<file path="src/rtl/spi_sched_pkg.sv">
// Shared constants for the SPI command scheduler: FSM encodings, command
// layout and stream framing.
package spi_sched_pkg;

    localparam logic [2:0] IDLE   = 3'd0;
    localparam logic [2:0] CMD    = 3'd1;
    localparam logic [2:0] DATA   = 3'd2;
    localparam logic [2:0] STREAM = 3'd3;
    localparam logic [2:0] DRAIN  = 3'd4;

    localparam int         CMD_RD_BIT          = 7;
    localparam logic [6:0] STREAM_ADDR_DEFAULT = 7'h7F;
    localparam int         BYTES_PER_SAMPLE    = 2;

endpackage

</file>
<file path="src/rtl/spi_pin_sync.sv">
// Two-flop synchronizers for the SPI pins plus edge detection on the synced
// sck and ssn. Pin-to-action latency is three clk.
module spi_pin_sync (
    input  logic clk,
    input  logic rst,
    input  logic sck,
    input  logic ssn,
    input  logic mosi,
    output logic sck_rise,
    output logic sck_fall,
    output logic ssn_rise,
    output logic ssn_fall,
    output logic ssn_s,
    output logic mosi_s
);

    logic sck_m, sck_s, sck_d;
    logic ssn_m, ssn_d;
    logic mosi_m;

    // ssn resets to "selected" so a frame already in flight at reset release
    // is not joined; a real ssn rise then fall is needed to start a frame.
    always_ff @(posedge clk or posedge rst) begin
        if (rst) begin
            sck_m  <= 1'b0;
            sck_s  <= 1'b0;
            sck_d  <= 1'b0;
            ssn_m  <= 1'b0;
            ssn_s  <= 1'b0;
            ssn_d  <= 1'b0;
            mosi_m <= 1'b0;
            mosi_s <= 1'b0;
        end else begin
            sck_m  <= sck;
            sck_s  <= sck_m;
            sck_d  <= sck_s;
            ssn_m  <= ssn;
            ssn_s  <= ssn_m;
            ssn_d  <= ssn_s;
            mosi_m <= mosi;
            mosi_s <= mosi_m;
        end
    end

    assign sck_rise = sck_s & ~sck_d;
    assign sck_fall = ~sck_s & sck_d;
    assign ssn_rise = ssn_s & ~ssn_d;
    assign ssn_fall = ~ssn_s & ssn_d;

endmodule

</file>
<file path="src/rtl/spi_cmd_sched.sv">
// SPI command scheduler: frames a command byte, then serves a config register
// read/write or a streaming readout of 16-bit samples from the upstream FIFO.
module spi_cmd_sched
    import spi_sched_pkg::*;
#(
    parameter int               SAMPLE_W    = 16,
    parameter int               ADDR_W      = 7,
    parameter logic [ADDR_W-1:0] STREAM_ADDR = STREAM_ADDR_DEFAULT
) (
    input  logic                clk,
    input  logic                rst,
    input  logic                spi_sck,
    input  logic                spi_ssn,
    input  logic                spi_mosi,
    output logic                spi_miso,
    input  logic                sample_valid,
    input  logic [SAMPLE_W-1:0] sample_data,
    output logic                sample_ready,
    output logic [ADDR_W-1:0]   cfg_addr,
    input  logic [7:0]          cfg_rdata,
    output logic                cfg_wr_en,
    output logic [7:0]          cfg_wdata,
    output logic                frame_err,
    output logic [7:0]          underrun_cnt,
    output logic [2:0]          state_dbg
);

    localparam int TX_W = 8 * BYTES_PER_SAMPLE;

    logic            sck_rise, sck_fall, ssn_rise, ssn_fall, ssn_s, mosi_s;
    logic [2:0]      state;
    logic [2:0]      bit_cnt;
    logic [6:0]      rx_sr;
    logic [TX_W-1:0] tx_sr;
    logic            is_rd, ld_pend, sample_byte;
    logic [7:0]      rx_byte;
    logic [3:0]      tx_idx;
    logic            active, shifting, byte_done, do_load;

    spi_pin_sync u_sync (
        .clk      (clk),
        .rst      (rst),
        .sck      (spi_sck),
        .ssn      (spi_ssn),
        .mosi     (spi_mosi),
        .sck_rise (sck_rise),
        .sck_fall (sck_fall),
        .ssn_rise (ssn_rise),
        .ssn_fall (ssn_fall),
        .ssn_s    (ssn_s),
        .mosi_s   (mosi_s)
    );

    assign state_dbg = state;
    assign rx_byte   = {rx_sr, mosi_s};
    assign tx_idx    = {sample_byte, bit_cnt};
    assign active    = (state == CMD) || (state == DATA) || (state == STREAM);
    assign shifting  = (state == STREAM) || ((state == DATA) && is_rd);
    assign byte_done = active && sck_rise && !ssn_s && (bit_cnt == 3'd7);

    // Sample handshake: a sample transfers on the clk where sample_valid and
    // sample_ready are both high; ready is only raised when valid is seen.
    assign do_load = byte_done &&
        (((state == CMD) && rx_byte[CMD_RD_BIT] && (rx_byte[ADDR_W-1:0] == STREAM_ADDR)) ||
         ((state == STREAM) && sample_byte));

    always_ff @(posedge clk or posedge rst) begin
        if (rst) begin
            state        <= IDLE;
            bit_cnt      <= 3'd0;
            rx_sr        <= '0;
            tx_sr        <= '0;
            is_rd        <= 1'b0;
            ld_pend      <= 1'b0;
            sample_byte  <= 1'b0;
            spi_miso     <= 1'b0;
            sample_ready <= 1'b0;
            cfg_addr     <= '0;
            cfg_wr_en    <= 1'b0;
            cfg_wdata    <= 8'h00;
            frame_err    <= 1'b0;
            underrun_cnt <= 8'h00;
        end else begin
            sample_ready <= 1'b0;
            cfg_wr_en    <= 1'b0;
            frame_err    <= 1'b0;
            if (ssn_rise) begin
                // Deselect beats a byte completing in the same clk.
                state    <= IDLE;
                frame_err <= (bit_cnt != 3'd0);
                bit_cnt  <= 3'd0;
                spi_miso <= 1'b0;
                ld_pend  <= 1'b0;
            end else begin
                if (active && sck_rise && !ssn_s) begin
                    bit_cnt <= bit_cnt + 3'd1;
                    rx_sr   <= rx_byte[6:0];
                end
                if (shifting && sck_fall && !ssn_s)
                    spi_miso <= tx_sr[~tx_idx];

                case (state)
                    IDLE: begin
                        if (ssn_fall) begin
                            state       <= CMD;
                            bit_cnt     <= 3'd0;
                            spi_miso    <= 1'b0;
                            sample_byte <= 1'b0;
                        end
                    end
                    CMD: begin
                        if (byte_done) begin
                            is_rd    <= rx_byte[CMD_RD_BIT];
                            cfg_addr <= rx_byte[ADDR_W-1:0];
                            if (do_load)
                                state <= STREAM;
                            else begin
                                state   <= DATA;
                                ld_pend <= rx_byte[CMD_RD_BIT];
                            end
                        end
                    end
                    DATA: begin
                        // cfg_rdata follows cfg_addr, so it is captured one clk after decode.
                        if (ld_pend) begin
                            tx_sr[TX_W-1 -: 8] <= cfg_rdata;
                            spi_miso           <= cfg_rdata[7];
                            ld_pend            <= 1'b0;
                        end
                        if (byte_done) begin
                            if (!is_rd) begin
                                cfg_wdata <= rx_byte;
                                cfg_wr_en <= 1'b1;
                            end
                            state    <= DRAIN;
                            spi_miso <= 1'b0;
                        end
                    end
                    STREAM: begin
                        if (byte_done)
                            sample_byte <= ~sample_byte;
                    end
                    DRAIN: spi_miso <= 1'b0;
                    default: state <= IDLE;
                endcase

                if (do_load) begin
                    if (sample_valid) begin
                        sample_ready <= 1'b1;
                        tx_sr        <= sample_data;
                        spi_miso     <= sample_data[SAMPLE_W-1];
                    end else begin
                        tx_sr    <= '0;
                        spi_miso <= 1'b0;
                        if (underrun_cnt != 8'hFF)
                            underrun_cnt <= underrun_cnt + 8'd1;
                    end
                end
            end
        end
    end

endmodule

</file>
<file path="config.mk">
export PLATFORM = sky130hd
export DESIGN_NAME = spi_cmd_sched
export DESIGN_NICKNAME = d
export VERILOG_FILES = /design/src/rtl/spi_sched_pkg.sv /design/src/rtl/spi_pin_sync.sv /design/src/rtl/spi_cmd_sched.sv
export SDC_FILE = /design/constraint.sdc
export NUM_CORES = 1
export LEC_CHECK = 0
export CORE_AREA = 3 3 61 105
export DETAILED_ROUTE_END_ITERATION = 10
export DIE_AREA = 0 0 64 108
export MAX_ROUTING_LAYER = met4
export PLACE_DENSITY_LB_ADDON = 0.3
export SLEW_MARGIN = 20
export SYNTH_ARGS = -nofsm -noshare
export SYNTH_HDL_FRONTEND = slang
export SYNTH_SLANG_ARGS = --single-unit
</file>
<file path="constraint.sdc">
create_clock -name clk -period 4.2 [get_ports clk]
set_clock_uncertainty 0.1 [all_clocks]
set_input_delay 0.42 -clock clk [delete_from_list [all_inputs] [get_ports clk]]
set_output_delay 0.42 -clock clk [all_outputs]
set_load 0.05 [all_outputs]
</file>
==> run_results.csv <==
group,metric,value,unit
worst_setup_path,r2r_cells,4,
min_path,holdCritStartpoint,"u_sync.ssn_m$_DFF_PP0_",
worst_setup_path,rr_endpoint,"underrun_cnt[1]$_DFFE_PP0P_",
layout,nFillCells,428,
worst_setup_path,worstReg2RegStart,"u_sync.ssn_s$_DFF_PP0_",
run_status,status,"complete, no violations",
layout,nets,357,
logic_synthesis,syn_area_per_cell,11.7,um^2
pwr,pwr-share-clk,36.1,%
layout,ff_latch_area,1680,um^2
clock_tree,clkLatencyLatePin,350,ps
clock_tree,cts_setup_buffers,0,
timing,setup-tns-final,0,ps
logic_synthesis,mappedNetlistArea,3070,um^2
detailed_routing,drc,0,
timing,fin_hold_ws,250,ps
min_path,hp-class,"reg2reg",
layout,syn_to_final_growth,25.8,%
global_route,grt_use_total,19.6,%
pwr,switching_share,25.5,%
global_route,grt_pass1_vias,2120,
timing,maxSlewViolCount,0,
timing,hold_viol_final,0,
worst_setup_path,ff2ff_setup_slack,1840,ps
floorplan,core_area,5630,um^2
logic_synthesis,yosys_register_bits,67,
logic_synthesis,ys_types,45,
global_route,grt-ovfl-total,0,
detailed_routing,drt_first_pass_iters,4,
logic_synthesis,synthFlopType,"dfrtp_1",
pwr,ir_worst_vdd,0.000180,V
worst_setup_path,arrival,2500,ps
timing,worst_slew_pin_slew,875,ps
pwr,cellLeakagePower,0.00174,uW
pwr,switchingPower,324,uW
placed_design,dp_hpwl,4.40,mm
clock_tree,ctsResizeCount,0,
logic_synthesis,syn-num-nets,299,
min_path,hold_path_depth,0,
detailed_routing,wirelength,6.00,mm
worst_setup_path,start_kind,"register",
floorplan,die_x,64,um
timing,rsz0062_at_grt,"false",
pwr,p_comb_share,8.4,%
layout,antennaDiodeCount,0,
floorplan,row_count,36,
detailed_routing,drtIter0Drc,103,
pwr,p_per_area,329,nW/um^2
timing,setup_viol,0,
floorplan,start_util,54.6,%
global_route,grt_max_degree,54,
clock_tree,cts-htree-levels,3,
detailed_routing,final_antenna_net_count,0,
logic_synthesis,synth_edf_count,0,
pwr,power,1270,uW
global_route,antenna_found_initial,0,
clock_tree,cts_hold_buf,0,
min_path,worstHoldEndpoint,"u_sync.ssn_s$_DFF_PP0_",
clock_tree,cts.sinks,67,
detailed_routing,via_count,2162,
placed_design,place_congestion,0.825,
timing,fmax,0.423,GHz
clock_tree,cts-buffers-inserted,9,
flow_run,max_cap_viol_count,0,
detailed_routing,wl_per_cell,15.0,um
worst_setup_path,critPathMaxFanout,19,
worst_setup_path,required,4330,ps
floorplan,fp.dieH,108,um
global_route,grt_pass1_wl,9.95,mm
logic_synthesis,synth_warnings,0,
logic_synthesis,ys_seq_area_share,54.6,%
logic_synthesis,synthArstFlopShare,100,%
timing,relSlewSlack,41.6,%
timing,fin_crit_sh,56.3,%
clock_tree,cts-root-buf,"clkbuf_8",
floorplan,die-area,6910,um^2
clock_tree,clockBufferDepth,2,
worst_setup_path,crit_type,"reg2reg",
clock_tree,cts_tree,"built",
layout,multi_input_area,1290,um^2
pwr,p_int,948,uW
worst_setup_path,end_kind,"register",
layout,drive_gt1_share,16.0,%
clock_tree,path_clk_slew,70,ps
timing,min_period,2360,ps
worst_setup_path,crit_start,"u_sync.ssn_s$_DFF_PP0_",
pwr,p_seq_share,55.4,%
detailed_routing,avgViaCountPerCell,5.39,
floorplan,io_pins,60,
logic_synthesis,synth_cells,263,
placed_design,io_buffers,59,
## layer usage
metal / up-vias / global-route usage, % / wire length (um)
met5: - / - / 0
met4: 0 / 10.0 / 133
met3: 11 / 4.47 / 261
met2: 56 / 33.1 / 3230
met1: 1054 / 21.3 / 2370
li1: 1041 / - / -
## cells by family after synthesis
group / Yosys count / share of synthesized area, %
xor+xnor: 8 / 2.28
fa+ha+maj: 6 / 2.44
buf+inv: 22 / 3.38
simple gates: 81 / 13.6
flops: 67 / 54.6
mux: 33 / 14.0
compound gates: 46 / 9.74
## cells in the final DEF (no fill, tap or decap), drive strengths merged, types with 8 or more instances in the layout
cell type / netlist / final
mux2: 25 / 25
o22a: 8 / 8
nand2: 32 / 32
a21oi: 15 / 15
clkbuf: 5 / 10
dfrtp: 67 / 67
nor2: 16 / 16
inv: 9 / 8
o21ai: 11 / 11
clkdlybuf4s50: 0 / 59
## Yosys cell counts (2+ instances only)
library cell / number / share of area (%)
a2111oi_0: 2 / 0.57
a211oi_1: 2 / 0.49
a21oi_1: 15 / 2.4
and3_1: 5 / 1.0
buf_2: 5 / 0.81
buf_6: 2 / 0.73
clkbuf_1: 5 / 0.61
dfrtp_1: 67 / 55
ha_1: 6 / 2.4
inv_1: 9 / 1.1
mux2_2: 17 / 6.2
mux2_4: 8 / 3.9
mux2i_1: 5 / 1.6
mux4_2: 3 / 2.2
nand2_1: 32 / 3.9
nand2b_1: 2 / 0.41
nand3_1: 4 / 0.65
nand4_1: 4 / 0.81
nor2_1: 15 / 1.8
nor3_1: 6 / 0.98
o21ai_0: 11 / 1.8
o22a_1: 8 / 2.3
o31ai_1: 2 / 0.49
xnor2_1: 7 / 2.0
## sequential cells by signal (all words and copies together) (netlist names), 3 cells and up
name,count
cfg_addr,7
state_dbg,3
underrun_cnt,8
tx_sr,16
cfg_wdata,8
bit_cnt,3
rx_sr,7
## final cells by class
class,count,area share [%]
Sequential cell,67,43.4
Multi-Input combinational cell,174,33.4
Timing Repair Buffer,60,15.5
Clock buffer,10,3.56
Tap cell,76,2.46
Inverter,9,0.907
Clock inverter,5,0.777
## worst max-delay path by stage
| stage | endpoint | slack (ps) | cells after the start |
|---|---|---|---|
| floorplan | cfg_wdata[0]$_DFFE_PP0P_ | 1820 | 6 |
| global placement | underrun_cnt[1]$_DFFE_PP0P_ | 1610 | 4 |
| detailed placement | underrun_cnt[1]$_DFFE_PP0P_ | 1540 | 4 |
| CTS | cfg_addr[2]$_DFFE_PP0P_ | 1810 | 4 |
| global route | underrun_cnt[1]$_DFFE_PP0P_ | 1670 | 4 |
| finish | underrun_cnt[1]$_DFFE_PP0P_ | 1840 | 4 |
## critical path, stage by stage (launching register included)
cell and delay (ps):
dfrtp_1 450, ha_1 470, a311o_1 430, nor3_2 410, mux2_2 390
## metrics by stage
step	cell area (um^2)	std cells	utilization (%)	setup WS, ps
finish	3860	401	68.6	1840
CTS	3860	401	68.6	1810
floorplan	3070	263	-	1820
global placement	3690	386	65.6	1610
global route	3860	401	68.6	1670
detailed placement	3690	386	65.6	1540
## power groups by stage
stage	Sequential, uW	Combinational [uW]	Clock [uW]
after floorplan	710	59.4	0
after global placement	716	104	0
after detailed placement	718	108	0
after CTS	705	109	468
after global routing	709	117	497
final	705	107	459
Note: power is estimated with default switching activity, not from simulation.
